**config.mk**
```make
export PLATFORM = sky130hd
export DESIGN_NAME = dmem_wb_master
export DESIGN_NICKNAME = d
export VERILOG_FILES = /design/src/rtl/dmem_pkg.sv /design/src/rtl/dmem_lane_align.sv /design/src/rtl/dmem_wb_master.sv
export SDC_FILE = /design/constraint.sdc
export NUM_CORES = 1
export LEC_CHECK = 0
export BUFFER_PORTS_ARGS = -buffer_cell sky130_fd_sc_hd__buf_4
export CORE_MARGIN = 1.5
export CORE_UTILIZATION = 45
export DETAILED_ROUTE_END_ITERATION = 8
export GPL_TIMING_DRIVEN = 0
export PLACE_DENSITY = 0.7
export SETUP_SLACK_MARGIN = 0.02
export SLEW_MARGIN = 20
export SYNTH_ARGS = -nofsm -noshare
export SYNTH_HDL_FRONTEND = slang
export SYNTH_HIERARCHICAL = 1
export SYNTH_SLANG_ARGS = --single-unit
```
**constraint.sdc**
```tcl
create_clock -name clk_i -period 3.92 [get_ports clk_i]
set_input_delay 0 -clock clk_i [delete_from_list [all_inputs] [get_ports clk_i]]
set_output_delay 0 -clock clk_i [all_outputs]
set_load 0.02 [all_outputs]
```
**src/rtl/dmem_pkg.sv**
```systemverilog
// dmem_pkg: shared types and helpers for the data-memory Wishbone master
package dmem_pkg;
  typedef enum logic [1:0] {BYTE, HALF, WORD, DWORD} mem_size_e;
  typedef logic [1:0] state_e;
  localparam state_e IDLE = 2'd0;
  localparam state_e BUS  = 2'd1;
  localparam state_e RESP = 2'd2;
  function automatic int unsigned size_bytes(mem_size_e s);
    return 32'd1 << s;
  endfunction
  function automatic logic is_aligned(logic [2:0] a, mem_size_e s);
    return (a & ((3'd1 << s) - 3'd1)) == 3'd0;
  endfunction
endpackage

```
**src/rtl/dmem_lane_align.sv**
```systemverilog
// dmem_lane_align: byte-lane steering for stores and lane extraction/extension for loads
module dmem_lane_align import dmem_pkg::*; #(
  parameter int DATA_WIDTH = 32,
  localparam int NB = DATA_WIDTH / 8,
  localparam int LSB = $clog2(NB)
) (
  input  logic [LSB-1:0]        lane,
  input  mem_size_e             size,
  input  logic                  uns,
  input  logic [DATA_WIDTH-1:0] wdata,
  input  logic [DATA_WIDTH-1:0] rdata,
  output logic [NB-1:0]         sel,
  output logic [DATA_WIDTH-1:0] wdata_lane,
  output logic [DATA_WIDTH-1:0] rdata_ext
);
  logic [NB-1:0] m;
  logic [DATA_WIDTH-1:0] wm, rs;
  logic sgn;
  always_comb begin
    m = '0;
    wm = '0;
    sgn = 1'b0;
    rdata_ext = '0;
    rs = rdata >> {lane, 3'b000};
    for (int i = 0; i < NB; i++) begin
      m[i] = 32'(i) < size_bytes(size);
      wm[8*i+:8] = m[i] ? wdata[8*i+:8] : 8'h00;
      sgn = m[i] ? rs[8*i+7] : sgn;
    end
    for (int i = 0; i < NB; i++)
      rdata_ext[8*i+:8] = m[i] ? rs[8*i+:8] : {8{sgn & ~uns}};
  end
  assign sel = m << lane;
  assign wdata_lane = wm << {lane, 3'b000};
endmodule

```
**src/rtl/dmem_wb_master.sv**
```systemverilog
// dmem_wb_master: single-outstanding data-memory Wishbone B4 classic master for the MEM stage
module dmem_wb_master import dmem_pkg::*; #(
  parameter int DATA_WIDTH = 32,
  parameter int ADDR_WIDTH = 32,
  parameter int TIMEOUT_CYCLES = 256,
  localparam int NB = DATA_WIDTH / 8,
  localparam int LSB = $clog2(NB)
) (
  input  logic                  clk_i,
  input  logic                  rst_i,
  input  logic                  mem_req_i,
  input  logic                  mem_we_i,
  input  logic [1:0]            mem_size_i,
  input  logic                  mem_unsigned_i,
  input  logic [ADDR_WIDTH-1:0] mem_addr_i,
  input  logic [DATA_WIDTH-1:0] mem_wdata_i,
  output logic [DATA_WIDTH-1:0] mem_rdata_o,
  output logic                  mem_done_o,
  output logic                  mem_err_o,
  output logic                  stall_o,
  output logic                  wb_cyc_o,
  output logic                  wb_stb_o,
  output logic                  wb_we_o,
  output logic [ADDR_WIDTH-1:0] wb_adr_o,
  output logic [DATA_WIDTH-1:0] wb_dat_o,
  output logic [NB-1:0]         wb_sel_o,
  input  logic [DATA_WIDTH-1:0] wb_dat_i,
  input  logic                  wb_ack_i,
  input  logic                  wb_err_i
);
  localparam int CW = TIMEOUT_CYCLES > 1 ? $clog2(TIMEOUT_CYCLES) : 1;
  state_e state;
  mem_size_e size_in, size_q;
  logic [LSB-1:0] lane_q;
  logic uns_q, err_q, ok, tmo, term;
  logic [CW-1:0] cnt;
  logic [NB-1:0] sel_c;
  logic [DATA_WIDTH-1:0] wdat_c, rdat_c, rdata_q;
  assign size_in = mem_size_e'(mem_size_i);
  assign ok = is_aligned(mem_addr_i[2:0], size_in) && (size_in != DWORD || DATA_WIDTH == 64);
  assign tmo = TIMEOUT_CYCLES != 0 && cnt == CW'(TIMEOUT_CYCLES - 1);
  assign term = wb_ack_i || wb_err_i || tmo;
  assign stall_o = (state == IDLE && mem_req_i) || state == BUS;
  assign mem_done_o = state == RESP;
  assign mem_err_o = mem_done_o && err_q;
  assign mem_rdata_o = rdata_q;
  // store steering uses the live request in IDLE; load extraction uses the captured lane in BUS
  dmem_lane_align #(.DATA_WIDTH(DATA_WIDTH)) u_align (
    .lane(state == BUS ? lane_q : mem_addr_i[LSB-1:0]),
    .size(state == BUS ? size_q : size_in),
    .uns(uns_q),
    .wdata(mem_wdata_i),
    .rdata(wb_dat_i),
    .sel(sel_c),
    .wdata_lane(wdat_c),
    .rdata_ext(rdat_c)
  );
  always_ff @(posedge clk_i or posedge rst_i) begin
    if (rst_i) begin
      state <= IDLE;
      {wb_cyc_o, wb_stb_o, wb_we_o, uns_q, err_q} <= '0;
      {wb_adr_o, wb_dat_o, wb_sel_o, rdata_q, lane_q, cnt} <= '0;
      size_q <= BYTE;
    end else if (state == IDLE) begin
      if (mem_req_i) begin
        state <= ok ? BUS : RESP;
        {wb_cyc_o, wb_stb_o, wb_we_o} <= {ok, ok, ok && mem_we_i};
        wb_adr_o <= {mem_addr_i[ADDR_WIDTH-1:LSB], {LSB{1'b0}}};
        wb_sel_o <= sel_c;
        wb_dat_o <= wdat_c;
        lane_q <= mem_addr_i[LSB-1:0];
        size_q <= size_in;
        uns_q <= mem_unsigned_i;
        err_q <= !ok;
        rdata_q <= '0;
        cnt <= '0;
      end
    end else if (state == BUS) begin
      if (term) begin
        state <= RESP;
        {wb_cyc_o, wb_stb_o, wb_we_o} <= 3'b000;
        err_q <= wb_err_i || !wb_ack_i;
        rdata_q <= (wb_ack_i && !wb_err_i && !wb_we_o) ? rdat_c : '0;
      end else cnt <= cnt + 1'b1;
    end else state <= IDLE;
  end
endmodule

```
# Yosys cells after proc, flatten, opt, wreduce, memory -nomap -nowiden
# Index checks and enable logic that the tools add are counted.
[word_totals]
ff_bits = 116
in_bits = 105
[op_classes]
n_shift = 5
muxes = 38
n_eq_ne = 7
n_reduce_logical = 22
n_addsub = 2
n_lt_le_gt_ge = 4
n_bitwise = 3
[op_table]
columns = ["op", "count"]
rows = [
  ["2-to-1 mux 32 bit", 5],
  ["2-to-1 mux 8 bit", 12],
  ["less-than comparator 1 x 32 -> 1 bit (first input constant)", 2],
  ["less-than comparator 2 x 32 -> 1 bit (first input constant)", 2],
  ["<< shifter 1 x 2 -> 32 bit (first input constant)", 1],
  ["<< shifter 32 x 5 -> 32 bit", 1],
  [">> shifter 32 x 5 -> 32 bit", 1],
  ["2-to-1 mux 1 bit", 14],
  ["2-to-1 mux 2 bit", 7],
  ["adder 8 x 1 -> 8 bit (second input constant)", 1],
  ["== test 8 bit (second input constant)", 1],
  ["logical AND 1 bit", 6],
  ["AND reduction 3 bit", 2],
  ["zero test 1 bit", 4],
  ["logical OR 1 bit", 4],
  ["inequality test 2 bit (second input constant)", 2],
  ["AND reduction 2 bit", 2],
  ["nonzero test 2 bit", 2],
  ["<< shifter 4 x 2 -> 4 bit", 1],
  ["AND 3 bit", 1],
  ["zero test 3 bit", 1],
  ["inequality test 3 bit (second input constant)", 1],
  ["<< shifter 1 x 2 -> 3 bit (first input constant)", 1],
  ["subtractor 3 x 1 -> 3 bit (second input constant)", 1],
  ["other kinds (6)", 6],
]

# Depth between registers and ports, before layout
[depth]
word_depth = 14
depth_mapped = 10
ltp_nobuf = 7

# Cells and area by module
# Netlist, hierarchy kept.
[by_module_without_submodules]
columns = ["module", "cells_per_inst", "n_inst", "seq_area_each_um2", "area_each_um2"]
rows = [
  ["dmem_wb_master", 461, 1, 2902.8, 4645.7],
  ["dmem_lane_align", 202, 1, 0.0, 1390.1],
]

# Least setup slack after synthesis
# No wires, ideal clock.
[synth_timing]
path_kind = "reg2reg"
start = "reg state[0]"
end = "reg rdata_q[27] (netlist: mem_rdata_o[27])"
setup_time_ps = 121
setup_slack_ps = 1641
arrival_time_ps = 2158
stages_incl_launch_ff = 9
synth_period_minus_slack_ps = 2279
required_time_ps = 3799
cell_sequence = "dfrtp_1 -> nor2b_1 -> mux2_2 -> buf_6 -> mux2_4 -> a22oi_4 -> buf_6 -> nand3_1 -> a22o_2"
[synth_between]
elab_chain_len = 14
elab_cells_between_ends = 24
cone_classes = "order compare (4); eq/ne (2); shift (2); mux (11); bitwise (1); reduce/logical (4)"
[synth_rtl]
columns = ["item", "line", "source"]
rows = [
  ["from (decl)", "dmem_wb_master.sv:32", "state_e state;"],
  ["from (signal assigned)", "dmem_wb_master.sv:66", "state <= ok ? BUS : RESP;"],
  ["== test 2 x 1 -> 1 bit *", "dmem_wb_master.sv:49, dmem_wb_master.sv:50", ""],
  ["2-to-1 mux 2 bit", "dmem_wb_master.sv:50", ".size(state == BUS ? size_q : size_in),"],
  ["<< shifter 1 x 2 -> 32 bit", "dmem_pkg.sv:9", "return 32'd1 << s;"],
  ["less-than comparator 1 x 32 -> 1 bit", "dmem_lane_align.sv:26", "m[i] = 32'(i) < size_bytes(size);"],
  ["2-to-1 mux 1 bit (4 in series)", "dmem_lane_align.sv:28", "sgn = m[i] ? rs[8*i+7] : sgn;"],
  ["AND 1 bit", "dmem_lane_align.sv:31", "rdata_ext[8*i+:8] = m[i] ? rs[8*i+:8] : {8{sgn & ~uns}};"],
  ["2-to-1 mux 8 bit *", "dmem_lane_align.sv:31", ""],
  ["via rdat_c[27]", "dmem_wb_master.sv:38", "logic [DATA_WIDTH-1:0] wdat_c, rdat_c, rdata_q;"],
  ["2-to-1 mux 32 bit *", "dmem_wb_master.sv:83", "rdata_q <= (wb_ack_i && !wb_err_i && !wb_we_o) ? rdat_c : '0;"],
  ["2-to-1 mux 32 bit *", "dmem_wb_master.sv:79", "if (term) begin"],
  ["2-to-1 mux 32 bit *", "dmem_wb_master.sv:78", "end else if (state == BUS) begin"],
  ["2-to-1 mux 32 bit *", "dmem_wb_master.sv:64", "end else if (state == IDLE) begin"],
  ["to (signal assigned)", "dmem_wb_master.sv:83", ""],
  ["to (decl)", "dmem_wb_master.sv:38", ""],
]
# Mark *: on every way through the listed nets, which the timed path passes. The rest lies on a longest branch. The select of a mux whose other input is x is not followed.
# A chain may end at the register's enable or synchronous reset.

# Worst setup path in the final report
[layout_timing]
start = "reg state[0]"
end = "reg wb_dat_o[16]"
[layout_between]
elab_chain_len = 6
elab_cells_between_ends = 15
cone_classes = "order compare (4); eq/ne (1); shift (2); mux (6); reduce/logical (2)"
[layout_rtl]
columns = ["item", "line", "source"]
rows = [
  ["== test 2 x 1 -> 1 bit *", "dmem_wb_master.sv:49, dmem_wb_master.sv:50", ""],
  ["2-to-1 mux 2 bit", "dmem_wb_master.sv:50", ""],
  ["<< shifter 1 x 2 -> 32 bit", "dmem_pkg.sv:9", ""],
  ["less-than comparator 1 x 32 -> 1 bit or less-than comparator 2 x 32 -> 1 bit (tied branches)", "dmem_lane_align.sv:26", ""],
  ["2-to-1 mux 8 bit", "dmem_lane_align.sv:27", "wm[8*i+:8] = m[i] ? wdata[8*i+:8] : 8'h00;"],
  ["<< shifter 32 x 5 -> 32 bit *", "dmem_lane_align.sv:34", "assign wdata_lane = wm << {lane, 3'b000};"],
  ["via wdat_c[16]", "dmem_wb_master.sv:38", ""],
  ["to (signal assigned)", "dmem_wb_master.sv:70", "wb_dat_o <= wdat_c;"],
  ["to (decl)", "dmem_wb_master.sv:25", "output logic [DATA_WIDTH-1:0] wb_dat_o,"],
]
# Mark *: on every way through the listed nets, which the timed path passes. The rest lies on a longest branch.

==> summary.md <==
| Metric | Value |
|---|---|
| Worst Hold Path EP | wb_dat_o[30] |
| Reg-to-Reg Start | state[0] |
| Final net count | around 1100 |
| Hold Slack | 13.51 ps |
| P per Cell Area | approximately 630 mW/mm² |
| Vias in the first global route | 6314 |
| Post-DR wirelength/cell | 17.68 µm |
| VDD IR-drop max | 445.8 µV |
| WL final | 20.19 mm |
| Seq/Total Area, Yosys | 48.09% |
| Actual slew at the worst max-slew pin | just over 800 ps |
| Share of cells above drive strength 1 | 31.99% |
| Via density | around 5.3 |
| Unrepaired setup endpoints after global routing | no |
| Fin. max-slew vios | 0 |
| Die Width | 118.8 µm |
| Fillers | around 1000 |
| Worst Skew | 4.598 ps |
| Largest net degree at the start of global routing | 60 |
| Drt pass-1 iters | 7 |
| Synth unique cells | 57 |
| Setup violations, final | 0 |
| Initial antenna violation count | 0 |
| Die area | 0.01412 mm² |
| Yosys warnings | 6 |
| EDFF count, synth | 0 |
| Worst path max stage delay | 560 ps |
| Worst slew margin | 44.38% |
| Syn Inst Count | 663 |
| CTS H-tree lvls | 4 |
| Fin crit share | 79.12% |
| DIE HEIGHT | approximately 120 µm |
| # rows | 42 |
| Required time worst endpoint | 4270 ps |
| CTS resizes | 0 |
| Post-Syn Area | between 0.006 and 0.007 mm² |
| Critical-path cell list | nor2b_1 > mux2_2 > buf_6 > buf_6 > nand2b_1 > nor2_1 > o2bb2ai_1 > dlygate4sd3_1 > nand2_1 > nand2_1 |
| Number of synthesized register bits | 116 |
| CTS Sinks | 116 |
| Hold_sp | mem_wdata_i[22] |
| Antenna Nets Post-Route | 0 |
| DRT iter0 DRCs | 380 |
| Ys async rst share | 100.0% |
| Syn Area/Cell | 9.104 µm² |
| Hold Path Depth | 5 |
| Initial Utilization | 45.76% |
| Total Power | roughly 5700 µW |
| CTS Buf Count | 17 |
| P_leak | approximately 0.0047 µW |
| CTS max path bufs | 2 |
| CTS clk-pin slew, worst paths | around 50 ps |
| Worst Setup End Kind | flop |
| Synth Flop Type | dfrtp_1 |
| CP startpoint kind | flop |
| Max Cap Viol | 0 |
| Fin. Hold Viols | 0 |
| Area of the multi-input gates | 0.002826 mm² |
| Post-route DRC | 0 |
| Crit Path Category | reg2reg |
| Placeable Area | 0.01319 mm² |
| Worst Path Arrival | 3450 ps |
| First-pass GRT wire length | 32.02 mm |
| Register area | 0.002903 mm² |
| FMAX | roughly 320 MHz |
| Outcome | finished clean |
| R2r setup slk | between 800 and 900 ps |
| DP HPWL | 14.64 mm |
| Reg2reg end | wb_dat_o[16] |
| Worst reg-to-reg path cell count | 10 |
| Worst-skew pair later-pin latency | 410 ps |
| Root Driver | clkbuf_16 |
| Sum Neg Setup Slack | 0 ps |
| Final Wtd Congestion | 0.9055 |
| Vias | about 6100 |
| CTS tree | done |
| Hold crit path type | in2reg |
| Slowest cell on the critical path | dlygate4sd3_1 |
| Total GRT Usage | 29.19% |
| Crit-path max FO | 10 |
| # diodes | 0 |
| IO Count | between 200 and 250 |
| Synth-to-layout area growth | 49.27% |
| GR Overflow Total | 0 |
| Port Buf Inserts | ~210 |
| Post-layout min period | 3101 ps |
## critical path: cells and delay by family (launching register included)
family                 cells  cell delay [ps]
buffers and inverters      3              840
muxes                      1              400
DFF                        1              410
AOI/OAI and AO/OA          1              180
and+or+nand+nor            5             1200
## area by class of cell
type / count / share of cell area [%]
well taps: 176 / 2.444
flip-flops and latches: 116 / 32.22
clock inverters: 6 / 0.6388
plain buffers: 48 / 3.194
inverters: 6 / 0.3055
repair buffers: 273 / 24.75
multi-input cells: 494 / 31.37
clock buffers: 23 / 5.083
## per-layer routing
layer  GRT usage (%)  vias up  routed length, µm
li1                -     2856                  -
met1           33.91     2896               8025
met2           49.24      269               9907
met3           9.387       44               1642
met4           13.40        0                611
met5               0        -                  0
## where the power goes
| part | switching, µW | total [µW] | internal (µW) | leakage [µW] |
|---|---|---|---|---|
| logic | 1460 | 2470 | 1010 | 0.00294 |
| registers | 242 | 1810 | 1570 | 0.00152 |
| clock network | 507 | 1380 | 870 | 0.000253 |
| total | 2210 | 5660 | 3450 | 0.00472 |
## cells in the mapped netlist (all sizes together), types with 2 or more instances
| master | n | share of area [%] |
|---|---|---|
| a211o | 4 | 0.60 |
| a21oi | 14 | 1.3 |
| a221oi | 8 | 1.2 |
| a22o | 32 | 4.7 |
| a22oi | 8 | 1.2 |
| a31oi | 12 | 1.3 |
| and2 | 18 | 1.9 |
| and3 | 4 | 0.50 |
| buf | 28 | 3.5 |
| clkbuf | 20 | 1.3 |
| dfrtp | 116 | 48 |
| inv | 6 | 0.37 |
| mux2 | 23 | 4.5 |
| mux2i | 16 | 2.7 |
| nand2 | 247 | 15 |
| nand2b | 2 | 0.21 |
| nand3 | 23 | 2.0 |
| nor2 | 21 | 1.5 |
| nor2b | 3 | 0.31 |
| nor3 | 4 | 0.33 |
| nor3b | 2 | 0.44 |
| nor4 | 3 | 0.41 |
| o21a | 3 | 0.37 |
| o21ai | 11 | 0.91 |
| o22ai | 10 | 1.0 |
| o2bb2ai | 7 | 1.0 |
| or2 | 2 | 0.21 |
## through the flow
stage | cell area, µm² | utilization [%] | instances | setup WS, ps
final | 9010 | 68.31 | 1142 | 818.6
after global routing | 9010 | 68.31 | 1142 | 719.7
after CTS | 9010 | 68.31 | 1142 | 878.9
after detailed placement | 7854 | 59.54 | 1049 | 1309
after global placement | 7821 | 59.30 | 1048 | -448.4
after floorplan | 6040 | - | 664 | 847.6
## how the worst max path moves through the flow
| stage | to | startpoint | slack, ps |
|---|---|---|---|
| 4_1_cts | wb_dat_o[16] | state[0] | 880 |
| 3_5_place_dp | mem_rdata_o[29] | state[0] | 1310 |
| 5_1_grt | wb_dat_o[16] | state[0] | 720 |
| 2_1_floorplan | cnt[0] | rst_i | 850 |
| 6_report | wb_dat_o[16] | state[0] | 820 |
| 3_3_place_gp | wb_adr_o[3] | rst_i | -450 |
## flip-flops by register name, indices dropped and copies added, names as in the netlist
name / count
cnt: 8
err_q: 1
lane_q: 2
mem_rdata_o: 32
size_q: 2
state: 2
uns_q: 1
wb_adr_o: 30
wb_dat_o: 32
wb_sel_o: 4
wb_stb_o: 1
wb_we_o: 1
## cell usage in the layout (no fill, tap or decap), types with 18 or more instances in the layout
master | synthesis | routed
a22o_1 | 27 | 27
dfrtp_1 | 116 | 116
dlygate4sd3_1 | 0 | 64
mux2_2 | 20 | 20
clkbuf_1 | 19 | 24
and2_1 | 18 | 18
buf_4 | 6 | 214
nand2_1 | 247 | 247
nand3_1 | 22 | 22
## kinds of logic (layout without fill, tap and decap cells)
| family | after synthesis | in the layout | synth area share (%) |
|---|---|---|---|
| AND/OR/NAND/NOR | 334 | 334 | 23.82 |
| XOR/XNOR | 1 | 1 | 0.1451 |
| other | 1 | 2 | 0.06213 |
| multiplexers | 39 | 39 | 7.131 |
| buffers and inverters | 54 | 356 | 5.141 |
| flip-flops | 116 | 116 | 48.09 |
| AO/OA/AOI/OAI | 117 | 117 | 15.40 |
| adder cells (fa/ha/maj) | 1 | 1 | 0.2073 |
## repair_timing
item / 4_1_cts / 5_1_grt
hold buffers: 64 / 0
hold endpoints to repair: 122 / 0
setup buffers: 0 / 0
(Power assumes the default switching activity.)
